--- config.mk ---
export PLATFORM = sky130hd
export DESIGN_NAME = turn_sequencer
export DESIGN_NICKNAME = d
export VERILOG_FILES = /design/src/rtl/turn_seq_pkg.sv /design/src/rtl/turn_sequencer_tile_occupancy.sv /design/src/rtl/turn_sequencer.sv
export SDC_FILE = /design/constraint.sdc
export NUM_CORES = 1
export LEC_CHECK = 0
export CAP_MARGIN = 20
export CORE_UTILIZATION = 57
export DETAILED_ROUTE_END_ITERATION = 6
export PLACE_DENSITY = 0.85
export SETUP_SLACK_MARGIN = 0.5
export SYNTH_ARGS = -nofsm -noshare
export SYNTH_HDL_FRONTEND = slang
export SYNTH_SLANG_ARGS = --single-unit
--- constraint.sdc ---
create_clock -name clk -period 5.6 [get_ports clk]
set_clock_uncertainty 0.1 [all_clocks]
set_input_delay 1.12 -clock clk [delete_from_list [all_inputs] [get_ports clk]]
set_output_delay 1.12 -clock clk [all_outputs]
set_load 0.05 [all_outputs]
--- src/rtl/turn_seq_pkg.sv ---
// Shared constants, FSM encoding and track arithmetic for the chicken-race turn sequencer.
package turn_seq_pkg;

  localparam int TRACK_LEN   = 24;
  localparam int MAX_PLAYERS = 4;
  localparam int POS_W       = 5;
  localparam int PID_W       = 2;

  typedef enum logic [2:0] {
    S_IDLE  = 3'd0,
    S_LOAD  = 3'd1,
    S_WAIT  = 3'd2,
    S_STEP  = 3'd3,
    S_CHECK = 3'd4,
    S_NEXT  = 3'd5,
    S_DONE  = 3'd6
  } state_t;

  // Compare-and-wrap keeps the track circular for any TRACK_LEN, not just powers of two.
  function automatic logic [POS_W-1:0] wrap_inc(input logic [POS_W-1:0] pos,
                                                 input logic [POS_W-1:0] last_tile);
    if (pos == last_tile) begin
      return {POS_W{1'b0}};
    end else begin
      return pos + POS_W'(1);
    end
  endfunction

endpackage

--- src/rtl/turn_sequencer_tile_occupancy.sv ---
// Flags a candidate tile held by another active player; the shared nest (tile 0) is never occupied.
module tile_occupancy
  import turn_seq_pkg::*;
#(
  parameter int MAX_PLAYERS_P = MAX_PLAYERS,
  parameter int POS_W_P       = POS_W
) (
  input  logic [POS_W_P-1:0]               i_cand,
  input  logic [MAX_PLAYERS_P*POS_W_P-1:0] i_pos_flat,
  input  logic [2:0]                       i_n,
  input  logic [PID_W-1:0]                 i_cur,
  output logic                             o_occupied
);

  // OR-reduce the per-player hits, masking the mover and inactive ids.
  always_comb begin
    o_occupied = 1'b0;
    for (int i = 0; i < MAX_PLAYERS_P; i++) begin
      o_occupied = o_occupied |
                   ((i_cand != {POS_W_P{1'b0}}) &&
                    (3'(i) < i_n) &&
                    (PID_W'(i) != i_cur) &&
                    (i_pos_flat[i*POS_W_P +: POS_W_P] == i_cand));
    end
  end

endmodule

--- src/rtl/turn_sequencer.sv ---
// Turn sequencer: consumes flip results, moves players round a circular track with
// skip-over-occupied tiles, and latches the winner on the first completed lap.
module turn_sequencer
  import turn_seq_pkg::*;
#(
  parameter int TRACK_LEN_P   = TRACK_LEN,
  parameter int MAX_PLAYERS_P = MAX_PLAYERS,
  parameter int POS_W_P       = POS_W
) (
  input  logic                             clk,
  input  logic                             rst,
  input  logic                             start,
  input  logic [2:0]                       n_players,
  output logic                             cfg_err,
  input  logic                             res_valid,
  input  logic                             res_match,
  output logic                             res_ready,
  output logic [PID_W-1:0]                 cur_player,
  output logic [POS_W_P-1:0]               cur_pos,
  output logic [MAX_PLAYERS_P*POS_W_P-1:0] pos_flat,
  output logic                             win,
  output logic [PID_W-1:0]                 winner,
  output logic [2:0]                       state
);

  localparam logic [POS_W_P-1:0] LAST_TILE = POS_W_P'(TRACK_LEN_P - 1);

  state_t                         r_state;
  state_t                         w_next_state;
  logic [2:0]                     r_n;
  logic [PID_W-1:0]               r_cur;
  logic [POS_W_P-1:0]             r_pos [MAX_PLAYERS_P];
  logic [POS_W_P-1:0]             r_cand;
  logic                           r_wrap;
  logic                           r_win;
  logic [PID_W-1:0]               r_winner;
  logic                           r_res_ready;
  logic                           r_cfg_err;
  logic                           w_res_ready_d;
  logic                           w_cfg_err_d;
  logic                           w_n_ok;
  logic                           w_accept;
  logic                           w_occupied;
  logic [2:0]                     w_cur_plus;
  logic [POS_W_P-1:0]             w_cur_pos;
  logic [MAX_PLAYERS_P*POS_W_P-1:0] w_pos_flat;

  assign w_n_ok     = (n_players >= 3'd2) && (n_players <= 3'(MAX_PLAYERS_P));
  assign w_accept   = (r_state == S_WAIT) && res_valid;
  assign w_cur_plus = {1'b0, r_cur} + 3'd1;
  assign w_cur_pos  = r_pos[r_cur];

  // Flatten the position array for the occupancy compare and the display port.
  always_comb begin
    w_pos_flat = {(MAX_PLAYERS_P*POS_W_P){1'b0}};
    for (int i = 0; i < MAX_PLAYERS_P; i++) begin
      w_pos_flat[i*POS_W_P +: POS_W_P] = r_pos[i];
    end
  end

  tile_occupancy #(
    .MAX_PLAYERS_P (MAX_PLAYERS_P),
    .POS_W_P       (POS_W_P)
  ) u_occ (
    .i_cand     (r_cand),
    .i_pos_flat (w_pos_flat),
    .i_n        (r_n),
    .i_cur      (r_cur),
    .o_occupied (w_occupied)
  );

  // FSM state register.
  always_ff @(posedge clk or posedge rst) begin
    if (rst) begin
      r_state <= S_IDLE;
    end else begin
      r_state <= w_next_state;
    end
  end

  // FSM next-state decode; unused encodings fall back to IDLE.
  always_comb begin
    w_next_state = r_state;
    case (r_state)
      S_IDLE:  w_next_state = (start && w_n_ok) ? S_LOAD : S_IDLE;
      S_LOAD:  w_next_state = S_WAIT;
      S_WAIT: begin
        if (res_valid) begin
          w_next_state = res_match ? S_STEP : S_NEXT;
        end else begin
          w_next_state = S_WAIT;
        end
      end
      S_STEP:  w_next_state = w_occupied ? S_STEP : S_CHECK;
      S_CHECK: w_next_state = r_wrap ? S_DONE : S_WAIT;
      S_NEXT:  w_next_state = S_WAIT;
      S_DONE:  w_next_state = (start && w_n_ok) ? S_LOAD : S_DONE;
      default: w_next_state = S_IDLE;
    endcase
  end

  // FSM output decode, computed one cycle early so the ports come straight from flops.
  always_comb begin
    w_res_ready_d = (w_next_state == S_WAIT);
    if ((r_state == S_IDLE) || (r_state == S_DONE)) begin
      w_cfg_err_d = start && !w_n_ok;
    end else begin
      w_cfg_err_d = 1'b0;
    end
  end

  // Datapath: player count, turn owner, positions, candidate walk and winner latch.
  always_ff @(posedge clk or posedge rst) begin
    if (rst) begin
      r_n         <= 3'd2;
      r_cur       <= {PID_W{1'b0}};
      r_cand      <= {POS_W_P{1'b0}};
      r_wrap      <= 1'b0;
      r_win       <= 1'b0;
      r_winner    <= {PID_W{1'b0}};
      r_res_ready <= 1'b0;
      r_cfg_err   <= 1'b0;
      for (int i = 0; i < MAX_PLAYERS_P; i++) begin
        r_pos[i] <= {POS_W_P{1'b0}};
      end
    end else begin
      r_res_ready <= w_res_ready_d;
      r_cfg_err   <= w_cfg_err_d;
      case (r_state)
        S_IDLE, S_DONE: begin
          if (start && w_n_ok) begin
            r_n   <= n_players;
            r_win <= 1'b0;
          end
        end
        S_LOAD: begin
          r_cur  <= {PID_W{1'b0}};
          r_wrap <= 1'b0;
          r_win  <= 1'b0;
          for (int i = 0; i < MAX_PLAYERS_P; i++) begin
            r_pos[i] <= {POS_W_P{1'b0}};
          end
        end
        S_WAIT: begin
          if (w_accept && res_match) begin
            r_cand <= wrap_inc(w_cur_pos, LAST_TILE);
            r_wrap <= (w_cur_pos == LAST_TILE);
          end
        end
        S_STEP: begin
          // A skip can itself cross the nest, so the wrap flag is sticky here.
          if (w_occupied) begin
            r_cand <= wrap_inc(r_cand, LAST_TILE);
            if (r_cand == LAST_TILE) begin
              r_wrap <= 1'b1;
            end
          end else begin
            r_pos[r_cur] <= r_cand;
          end
        end
        S_CHECK: begin
          if (r_wrap) begin
            r_win    <= 1'b1;
            r_winner <= r_cur;
          end else begin
            r_wrap <= 1'b0;
          end
        end
        S_NEXT: begin
          r_cur <= (w_cur_plus >= r_n) ? {PID_W{1'b0}} : w_cur_plus[PID_W-1:0];
        end
        default: begin
        end
      endcase
    end
  end

  assign cfg_err    = r_cfg_err;
  assign res_ready  = r_res_ready;
  assign cur_player = r_cur;
  assign cur_pos    = w_cur_pos;
  assign pos_flat   = w_pos_flat;
  assign win        = r_win;
  assign winner     = r_winner;
  assign state      = r_state;

endmodule

==> impl_metrics.env, run 1 <==
export IMPL_cts_tree="built"
export IMPL_grt_pass1_vias=1926
export IMPL_netlist_area_um2=2440
export IMPL_cts_root_buffer="clkbuf_8"
export IMPL_coreArea_um2=4060
export IMPL_path_class="flip-flop to output pin"
export IMPL_setup_viol=0
export IMPL_crit_path_top_delay_cell="clkdlybuf4s50_1"
export IMPL_postSynthAreaPerCell_um2=10.8
export IMPL_synth_seq_area_share_pct=40.0
export IMPL_place_worst_setup_slack_ps=2350
export IMPL_vias=1995
export IMPL_htreeDepth=2
export IMPL_grtUsageTotal_pct=28.6
export IMPL_ant_nets=0
export IMPL_min_period_over_period_pct=63.7
export IMPL_cap_viol_max_count=0
export IMPL_crit_family="buffers and inverters"
export IMPL_synth_top_area_cell="dfrtp_1"
export IMPL_arrival_ps=2350
export IMPL_crit_path_end_kind="output pin"
export IMPL_ys_ff_latch=39
export IMPL_ir_worst_vdd_uv=274
export IMPL_path_cells="mux4_2 > clkdlybuf4s50_1"
export IMPL_dpl_instance_area_um2=2870
export IMPL_post_cts_buffers=0
export IMPL_drive_above_1_share_pct=10.6
export IMPL_p_leak_nw=1.24
export IMPL_max_slew_margin_pct=45.7
export IMPL_detail_route_vias_per_cell=6.35
export IMPL_worst_setup_path_start_kind="flip-flop"
export IMPL_synth_top_family_by_area="compound AO/OA/AOI/OAI gates"
export IMPL_synth_mux_area_share_pct=7.78
export IMPL_timing_final_ws_setup_ps=2030
export IMPL_cts_clk_slew_worst_paths_ps=70
export IMPL_final_nets=281
export IMPL_drv_slew=0
export IMPL_nFillCells=282
export IMPL_outcome="finished clean"
export IMPL_finalHoldViolations=0
export IMPL_synth_area_leaders="dfrtp_1, a32o_1, ha_1, xor2_1, mux4_2"
export IMPL_fin_tns_setup_ps=0
export IMPL_drtIter0Drc=160
export IMPL_gr_total_overflow=0
export IMPL_io_buffers=42
export IMPL_grt_max_degree=40
export IMPL_critical_path_max_stage_delay_ps=730
export IMPL_synthDominantCellAreaShare_pct=38.9
export IMPL_cp_data_required_time_ps=4380
export IMPL_drc=0
export IMPL_synthCells=226
export IMPL_tightestPinTransition_ps=807
export IMPL_layout_common_cells="clkdlybuf4s50_1, dfrtp_1, a32o_1"
export IMPL_clock_sinks=39
export IMPL_finalCriticalPeriod_ps=3570
export IMPL_synth_warnings=0
export IMPL_final_common_cell="clkdlybuf4s50_1"
export IMPL_antenna_found_initial=0
export IMPL_synth_xor_area_share_pct=8.60
export IMPL_cts_hold_buf=0
export IMPL_grt_pass1_wl_um=9450
export IMPL_wl_per_cell_um=18.5
export IMPL_core_rowCount=23
export IMPL_clockBufferDepth=2
export IMPL_synthAdderAreaFrac_pct=5.12
export IMPL_die_w_um=67.5
export IMPL_die_area_um2=4550
export IMPL_synthDistinctLibCells=47
export IMPL_gp_congestion=0.896
export IMPL_wirelength_um=5800
export IMPL_rsz0062_at_grt="no"
export IMPL_die_h_um=67.5
export IMPL_path_max_fanout=13
export IMPL_max_freq_mhz=280
export IMPL_postLayoutCoreUtil_pct=73.7
export IMPL_first_pass_iters=4
export IMPL_dpl_hpwl_um=4110
export IMPL_n_antenna_cell=0
export IMPL_power_density_nw_per_um2=538
export IMPL_synthSimpleGateAreaFrac_pct=14.1
export IMPL_initial_core_util_pct=60.3
export IMPL_synth_compound_area_share_pct=19.7
export IMPL_fin_area_um2=2990
export IMPL_syn_num_nets=244
export IMPL_hp_class="flip-flop to flip-flop"
export IMPL_area_growth_pct=22.4
export IMPL_cp_num_buf_inv=1
export IMPL_numCtsBuffers=5
export IMPL_clk_latency_ps=300
export IMPL_pin_count=43
export IMPL_cts_resized=0
where the power goes:
part / internal (mW) / total, mW / leakage, nW / switching, mW
combinational: 0.334 / 0.825 / 0.658 / 0.490
clock: 0.144 / 0.246 / 0.0612 / 0.102
sequential: 0.355 / 0.538 / 0.517 / 0.183
area by class of cell:
type | instances | area (µm²) | area share (%)
sequential | 39 | 977 | 32.7
timing repair buffer | 44 | 435 | 14.6
multi-input combinational | 160 | 1350 | 45.1
inverter | 13 | 48.8 | 1.63
clock inverter | 2 | 35.0 | 1.17
clock buffer | 6 | 82.6 | 2.76
tap | 50 | 62.6 | 2.09
sequential cells by signal, summed over array words and instances (netlist names):
signal / count
r_wrap: 1
win: 1
pos_flat: 20
winner: 2
r_cand: 5
r_n: 3
state: 3
res_ready: 1
cfg_err: 1
cur_player: 2
per-stage QoR:
stage	power [mW]	hold WS (ps)	instances
floorplan	1.14	395	226
global placement	1.34	393	306
detailed placement	1.36	409	306
CTS	1.61	422	314
global route	1.70	437	314
finish	1.61	416	314
synth_stat cells (all sizes together):
cell,number
dfrtp,38
a32o,20
o21ai,14
inv,13
xor2,13
xnor2,11
ha,10
nand2,10
buf,9
nor3,9
nor2,8
a21oi,6
mux2,6
nand3,6
nor4,6
o22ai,6
clkbuf,5
mux4,5
nand2b,5
o31ai,3
a21boi,2
nor2b,2
a211o,1
a211oi,1
a21o,1
a2bb2oi,1
a32oi,1
a41o,1
and3,1
and4,1
dfstp,1
mux2i,1
nand3b,1
nand4bb,1
nor3b,1
nor4b,1
o2111ai,1
o221a,1
o311ai,1
or2,1
or4,1
worst paths after layout:
check | endpoint | slack (ps) | cells past startpoint | from
max | cur_pos[0] | 2030 | 2 | cur_player[0]$_DFFE_PP0P_
min | winner[0]$_DFFE_PP0P_ | 420 | 1 | winner[0]$_DFFE_PP0P_
max reg2reg | pos_flat[9]$_DFFE_PP0P_ | 2600 | 10 | r_cand[1]$_DFFE_PP0P_
min reg2reg | winner[0]$_DFFE_PP0P_ | 420 | 1 | winner[0]$_DFFE_PP0P_
max in group asynchronous | r_n[1]$_DFFE_PP1P_ | 3900 | 3 | rst
min in group asynchronous | pos_flat[0]$_DFFE_PP0P_ | 1140 | 3 | rst
logic make-up (layout without fill, tap and decap cells):
logic type | after synthesis | count (layout)
buffers and inverters | 27 | 65
AO/OA/AOI/OAI | 60 | 60
XOR/XNOR | 24 | 24
AND/OR/NAND/NOR | 54 | 54
adder cells (fa/ha/maj) | 10 | 10
multiplexers | 12 | 12
flip-flops | 39 | 39
worst reg2reg max path, delay by kind of cell (launching register included):
kind	cells	cell delay, ps
flip-flops	1	600
AND/OR/NAND/NOR	4	1010
adder cells (fa/ha/maj)	1	150
buffers and inverters	2	490
AO/OA/AOI/OAI	3	530
layer usage:
metal | track usage (%) | wire length, µm | vias to the layer above
li1 | - | - | 923
met1 | 37.6 | 2490 | 987
met2 | 46.3 | 2820 | 74
met3 | 5.74 | 381 | 11
met4 | 10.9 | 109 | 0
met5 | 0 | 0 | -
No activity file was read; power rests on OpenSTA's default activity.
==> run 2: changes to the inputs <==
--- a/config.mk
+++ b/config.mk
@@ -6,9 +6,9 @@
 export NUM_CORES = 1
 export LEC_CHECK = 0
 export CAP_MARGIN = 20
-export CORE_UTILIZATION = 57
+export CORE_UTILIZATION = 53
 export DETAILED_ROUTE_END_ITERATION = 6
-export PLACE_DENSITY = 0.85
+export PLACE_DENSITY = 0.8
 export SETUP_SLACK_MARGIN = 0.5
 export SYNTH_ARGS = -nofsm -noshare
 export SYNTH_HDL_FRONTEND = slang
==> constraint.sdc (replaced) <==
create_clock -name clk -period 3.6 [get_ports clk]
set_clock_uncertainty 0.1 [all_clocks]
set_input_delay 0.72 -clock clk [delete_from_list [all_inputs] [get_ports clk]]
set_output_delay 0.72 -clock clk [all_outputs]
set_load 0.05 [all_outputs]
==> run 2 against run 1 <==
Effect of this change:
- count of clock-buffer cells in the layout is the same
- largest cell class unchanged
- cell count grew 2.5%
- first-iteration DRC count shrank 11%
- die area grew 7.3%
- flip-flop and latch count is the same
- non-clock buffer count grew 6
- critical path depth is the same
- utilization shrank 5.1 points
==> impl_metrics.env, run 2 (same netlist as run 1, synthesis figures left out) <==
export IMPL_outcome="finished clean"
export IMPL_path_max_fanout=13
export IMPL_critical_path_max_stage_delay_ps=740
export IMPL_nFillCells=356
export IMPL_ir_worst_vdd_uv=399
export IMPL_cts_tree="built"
export IMPL_timing_final_ws_setup_ps=574
export IMPL_place_worst_setup_slack_ps=690
export IMPL_drtIter0Drc=142
export IMPL_grt_pass1_wl_um=9830
export IMPL_gr_total_overflow=0
export IMPL_final_common_cell="clkdlybuf4s50_1"
export IMPL_crit_path_top_delay_cell="clkdlybuf4s50_1"
export IMPL_max_freq_mhz=330
export IMPL_multi_input_area_um2=1350
export IMPL_die_w_um=69.9
export IMPL_grt_use_met3_pct=5.63
export IMPL_path_class="flip-flop to output pin"
export IMPL_crit_path_end_kind="output pin"
export IMPL_finalCriticalPeriod_ps=3030
export IMPL_vias=2021
export IMPL_wirelength_um=5980
export IMPL_p_leak_nw=1.24
export IMPL_gp_congestion=0.922
export IMPL_gr_usage_met2_pct=40.5
export IMPL_ant_nets=0
export IMPL_first_pass_iters=4
export IMPL_rsz0062_at_grt="no"
export IMPL_clk_latency_ps=290
export IMPL_power_density_nw_per_um2=818
export IMPL_worst_setup_path_start_kind="flip-flop"
export IMPL_layout_common_cells="clkdlybuf4s50_1, dfrtp_1, a32o_1"
export IMPL_pin_count=43
export IMPL_grt_busiest_layer="met2"
export IMPL_cts_root_buffer="clkbuf_8"
export IMPL_grt_max_degree=25
export IMPL_setup_viol=0
export IMPL_cp_data_required_time_ps=2780
export IMPL_tightestPinTransition_ps=812
export IMPL_numCtsBuffers=5
export IMPL_crit_family="buffers and inverters"
export IMPL_switching_share_pct=49.3
export IMPL_largest_reg_flops=20
export IMPL_post_cts_buffers=0
export IMPL_fin_tns_setup_ps=0
export IMPL_cp_num_buf_inv=1
export IMPL_drc=0
export IMPL_grt_pass1_vias=1906
export IMPL_p_int_mw=1.25
export IMPL_n_antenna_cell=0
export IMPL_use_met1_pct=35.9
export IMPL_hp_class="flip-flop to flip-flop"
export IMPL_clockBufferDepth=2
export IMPL_max_slew_margin_pct=45.4
export IMPL_detail_route_vias_per_cell=6.28
export IMPL_area_growth_pct=23.0
export IMPL_drv_slew=0
export IMPL_wl_per_cell_um=18.6
export IMPL_seqPwrFrac_pct=30.5
export IMPL_io_buffers=42
export IMPL_finalHoldViolations=0
export IMPL_core_rowCount=24
export IMPL_clockPowerShare_pct=11.8
export IMPL_path_cells="mux4_2 > clkdlybuf4s50_1"
export IMPL_clock_sinks=39
export IMPL_die_area_um2=4890
export IMPL_min_period_over_period_pct=84.0
export IMPL_grtUsageTotal_pct=26.0
export IMPL_seqCellArea_um2=978
export IMPL_drive_above_1_share_pct=12.6
export IMPL_htreeDepth=2
export IMPL_coreArea_um2=4380
export IMPL_cap_viol_max_count=0
export IMPL_initial_core_util_pct=55.8
export IMPL_final_nets=287
export IMPL_dpl_hpwl_um=4430
export IMPL_die_h_um=69.9
export IMPL_power_share_combinational_pct=57.6
export IMPL_cts_clk_slew_worst_paths_ps=70
export IMPL_arrival_ps=2210
export IMPL_antenna_found_initial=0
export IMPL_p_switching_mw=1.21
[run 2: changes by cell type in the layout (fill, tap and decap cells not counted), sizes merged]
cell	change
bufinv	-1
clkinvlp	+1
buf	+6
[run 2: path summary, 6_finish.rpt]
| kind | to | cells past startpoint | slack (ps) | start |
|---|---|---|---|---|
| worst min-delay path | winner[1]$_DFFE_PP0P_ | 1 | 420 | winner[1]$_DFFE_PP0P_ |
| max in group asynchronous | r_n[1]$_DFFE_PP1P_ | 3 | 1790 | rst |
| worst min register to register | winner[1]$_DFFE_PP0P_ | 1 | 420 | winner[1]$_DFFE_PP0P_ |
| min in group asynchronous | pos_flat[13]$_DFFE_PP0P_ | 2 | 790 | rst |
| worst max-delay path | cur_pos[2] | 2 | 570 | cur_player[0]$_DFFE_PP0P_ |
| worst max register to register | pos_flat[3]$_DFFE_PP0P_ | 7 | 780 | cur_player[1]$_DFFE_PP0P_ |
[run 2: per-stage QoR]
step,instance area (µm²),std cells,power (mW),hold WS (ps),util (%)
after global placement,2920,314,2.14,390,66.6
final,3010,322,2.46,419,68.6
after detailed placement,2920,314,2.16,401,66.6
after floorplan,2440,226,1.77,395,-
after CTS,3010,322,2.46,419,68.6
after global routing,3010,322,2.62,432,68.6
[run 2: timing repair]
| item | 4_1_cts | 5_1_grt |
|---|---|---|
| endpoints found under the setup margin | 5 | 0 |
| hold buffers | 0 | 0 |
| resized for setup | 1 | 0 |
[run 2: routing by layer]
metal	routed length, µm	vias to the layer above	share of wire (%)
met5	0	-	0
met4	116	0	1.9
met3	272	15	4.5
met2	2860	66	48
met1	2730	1010	46
li1	-	930	-
[run 2: cell type report]
class	instances	area share, %
tap	52	2.16
inverter	13	1.62
timing repair buffer	50	16.0
sequential	39	32.5
multi-input combinational	160	44.9
clock buffer	6	2.41
clock inverter	2	0.416
[run 2: power by group through the flow]
| stage | combinational (mW) | clock (mW) | sequential, mW |
|---|---|---|---|
| 3_5_place_dp | 1.41 | 0 | 0.758 |
| 4_1_cts | 1.42 | 0.294 | 0.749 |
| 3_3_place_gp | 1.38 | 0 | 0.752 |
| 2_1_floorplan | 0.884 | 0 | 0.882 |
| 5_1_grt | 1.53 | 0.315 | 0.774 |
| 6_report | 1.42 | 0.291 | 0.752 |
[run 2: worst register-to-register path, cell delays in order (launching register included)]
cell     delay [ps]
dfrtp_1         530
ha_1            360
or4_1           600
nor4_4          380
nor4_4           90
buf_4           270
o22ai_2         250
a32o_1          170
==> run 3: changes to the inputs <==
==> constraint.sdc (replaced) <==
create_clock -name clk -period 3.2 [get_ports clk]
set_clock_uncertainty 0.1 [all_clocks]
set_input_delay 0.64 -clock clk [delete_from_list [all_inputs] [get_ports clk]]
set_output_delay 0.64 -clock clk [all_outputs]
set_load 0.05 [all_outputs]
==> run 3 against run 2 <==
Effect of this change:
- register-to-register slack worse by 180 ps
- die area is the same
- utilization increased by 3.5 points
- via count grew 3.1%
- wire length increased by 7.1%
- flip-flop and latch count did not move
- non-clock buffer count is 13 higher
- count of clock-buffer cells in the layout increased by 2
- sequential share of layout area fell by 1.5 points
- combinational power increased by 24%
- power grew 19%
- global-route usage is 0.28 points higher
- largest cell class unchanged
==> impl_metrics.env, run 3 (same netlist as run 1, synthesis figures left out) <==
export IMPL_critical_path_max_stage_delay_ps=560
export IMPL_drc=0
export IMPL_detail_route_vias_per_cell=6.22
export IMPL_whs_path_depth=1
export IMPL_largest_reg_flops=20
export IMPL_timing_rr_end="pos_flat[10]$_DFFE_PP0P_"
export IMPL_clockBufferDepth=2
export IMPL_area_growth_pct=29.3
export IMPL_numCtsBuffers=5
export IMPL_drv_slew=0
export IMPL_max_freq_mhz=383
export IMPL_clock_sinks=39
export IMPL_crit_family="buffers and inverters"
export IMPL_n_antenna_cell=0
export IMPL_tightestPinTransition_ps=615
export IMPL_worstHoldEndpoint="winner[1]$_DFFE_PP0P_"
export IMPL_cts_tree="built"
export IMPL_multi_input_area_um2=1380
export IMPL_grt_max_degree=40
export IMPL_finalHoldViolations=0
export IMPL_cp_num_buf_inv=2
export IMPL_grt_pass1_wl_um=9940
export IMPL_rsz0062_at_grt="yes"
export IMPL_path_max_fanout=5
export IMPL_grtUsageTotal_pct=26.3
export IMPL_path_cells="buf_12 > mux4_2 > dlygate4sd2_1"
export IMPL_wl_per_cell_um=19.1
export IMPL_gp_congestion=0.835
export IMPL_drtIter0Drc=172
export IMPL_wirelength_um=6410
export IMPL_io_buffers=42
export IMPL_antenna_found_initial=0
export IMPL_worstReg2RegStart="cur_player[0]$_DFFE_PP0P_"
export IMPL_nFillCells=302
export IMPL_die_area_um2=4890
export IMPL_htreeDepth=2
export IMPL_dpl_instance_area_um2=2930
export IMPL_cts_root_buffer="clkbuf_8"
export IMPL_first_pass_iters=4
export IMPL_max_slew_margin_pct=58.7
export IMPL_p_leak_nw=1.35
export IMPL_path_class="flip-flop to output pin"
export IMPL_cts_clk_slew_worst_paths_ps=70
export IMPL_hp_class="flip-flop to flip-flop"
export IMPL_setup_viol=0
export IMPL_min_period_over_period_pct=81.5
export IMPL_clk_latency_ps=290
export IMPL_cap_viol_max_count=0
export IMPL_crit_path_end_kind="output pin"
export IMPL_ir_worst_vdd_uv=427
export IMPL_final_nets=300
export IMPL_total_power_mw=2.93
export IMPL_layout_common_cells="clkdlybuf4s50_1, dfrtp_1, a32o_1"
export IMPL_vias=2084
export IMPL_postLayoutCoreUtil_pct=72.1
export IMPL_worstRegToRegCells=7
export IMPL_pin_count=43
export IMPL_drive_above_1_share_pct=19.1
export IMPL_die_h_um=69.9
export IMPL_outcome="finished clean"
export IMPL_worst_setup_path_start_kind="flip-flop"
export IMPL_coreArea_um2=4380
export IMPL_dpl_hpwl_um=4410
export IMPL_crit_path_top_delay_cell="mux4_2"
export IMPL_power_density_nw_per_um2=928
export IMPL_cp_num_cells=3
export IMPL_grt_pass1_vias=2044
export IMPL_ant_nets=0
export IMPL_final_common_cell="clkdlybuf4s50_1"
export IMPL_hold_start="winner[1]$_DFFE_PP0P_"
export IMPL_die_w_um=69.9
export IMPL_r2r_slack_ps=600
export IMPL_fin_area_um2=3160
export IMPL_gr_total_overflow=0
export IMPL_fin_tns_setup_ps=0
export IMPL_arrival_ps=1870
export IMPL_initial_core_util_pct=55.8
export IMPL_core_rowCount=24
export IMPL_seqCellArea_um2=980
export IMPL_cp_data_required_time_ps=2460
export IMPL_finalCriticalPeriod_ps=2610
## run 3: changes by cell type in the layout (fill, tap and decap cells not counted), sizes merged
cell	delta
dlygate4sd2	+5
buf	+12
clkdlybuf4s50	-5
clkinvlp	-1
clkbuf	+3
clkinv	-1
## run 3: stage by stage
step	hold WS [ps]	instances	setup WS, ps
after floorplan	395	226	515
after global placement	396	314	494
after detailed placement	406	314	429
after CTS	422	324	513
after global routing	443	335	466
final	414	335	592
## run 3: metal layers
metal,track usage [%],wire length [µm],vias up
met5,0,0,-
met4,8.89,91,0
met3,5.77,514,13
met2,43.3,3200,108
met1,34.4,2600,1003
li1,-,-,960
## run 3: how the worst max path moves through the flow
stage	to	slack, ps	startpoint
5_1_grt	pos_flat[4]$_DFFE_PP0P_	470	r_cand[1]$_DFFE_PP0P_
3_3_place_gp	r_cand[0]$_DFFE_PP0P_	490	cur_player[0]$_DFFE_PP0P_
4_1_cts	r_cand[3]$_DFFE_PP0P_	510	cur_player[0]$_DFFE_PP0P_
6_report	cur_pos[2]	590	cur_player[0]$_DFFE_PP0P_
2_1_floorplan	r_cand[0]$_DFFE_PP0P_	510	cur_player[0]$_DFFE_PP0P_
3_5_place_dp	pos_flat[7]$_DFFE_PP0P_	430	cur_player[0]$_DFFE_PP0P_
## run 3: area by class of cell
class | instances | share of cell area, %
Multi-Input combinational cell | 160 | 43.5
Timing Repair Buffer | 63 | 18.7
Tap cell | 52 | 2.06
Sequential cell | 39 | 31.0
Inverter | 13 | 1.54
Clock buffer | 8 | 3.17
## run 3: worst reg2reg max path, cell delays in order (launching register included)
cell      delay, ps
dfrtp_2         450
ha_2            270
or4_4           560
nor4_4          360
nor4_4          110
buf_4           170
clkbuf_4        190
a32o_1          280
## run 3: report_power, final
part	internal, mW	total, mW	switching, mW
clock	0.197	0.360	0.164
sequential	0.626	0.812	0.186
combinational	0.694	1.76	1.07
total	1.52	2.93	1.42
## run 3: repair_timing
item                                   CTS  global route
pin swaps                                1             3
gates resized for setup                  7             6
setup endpoints to repair               28            23
buffers inserted                         2            10
hold buffers                             0             0
gates cloned                             0             1
endpoints found under the hold margin    0             0
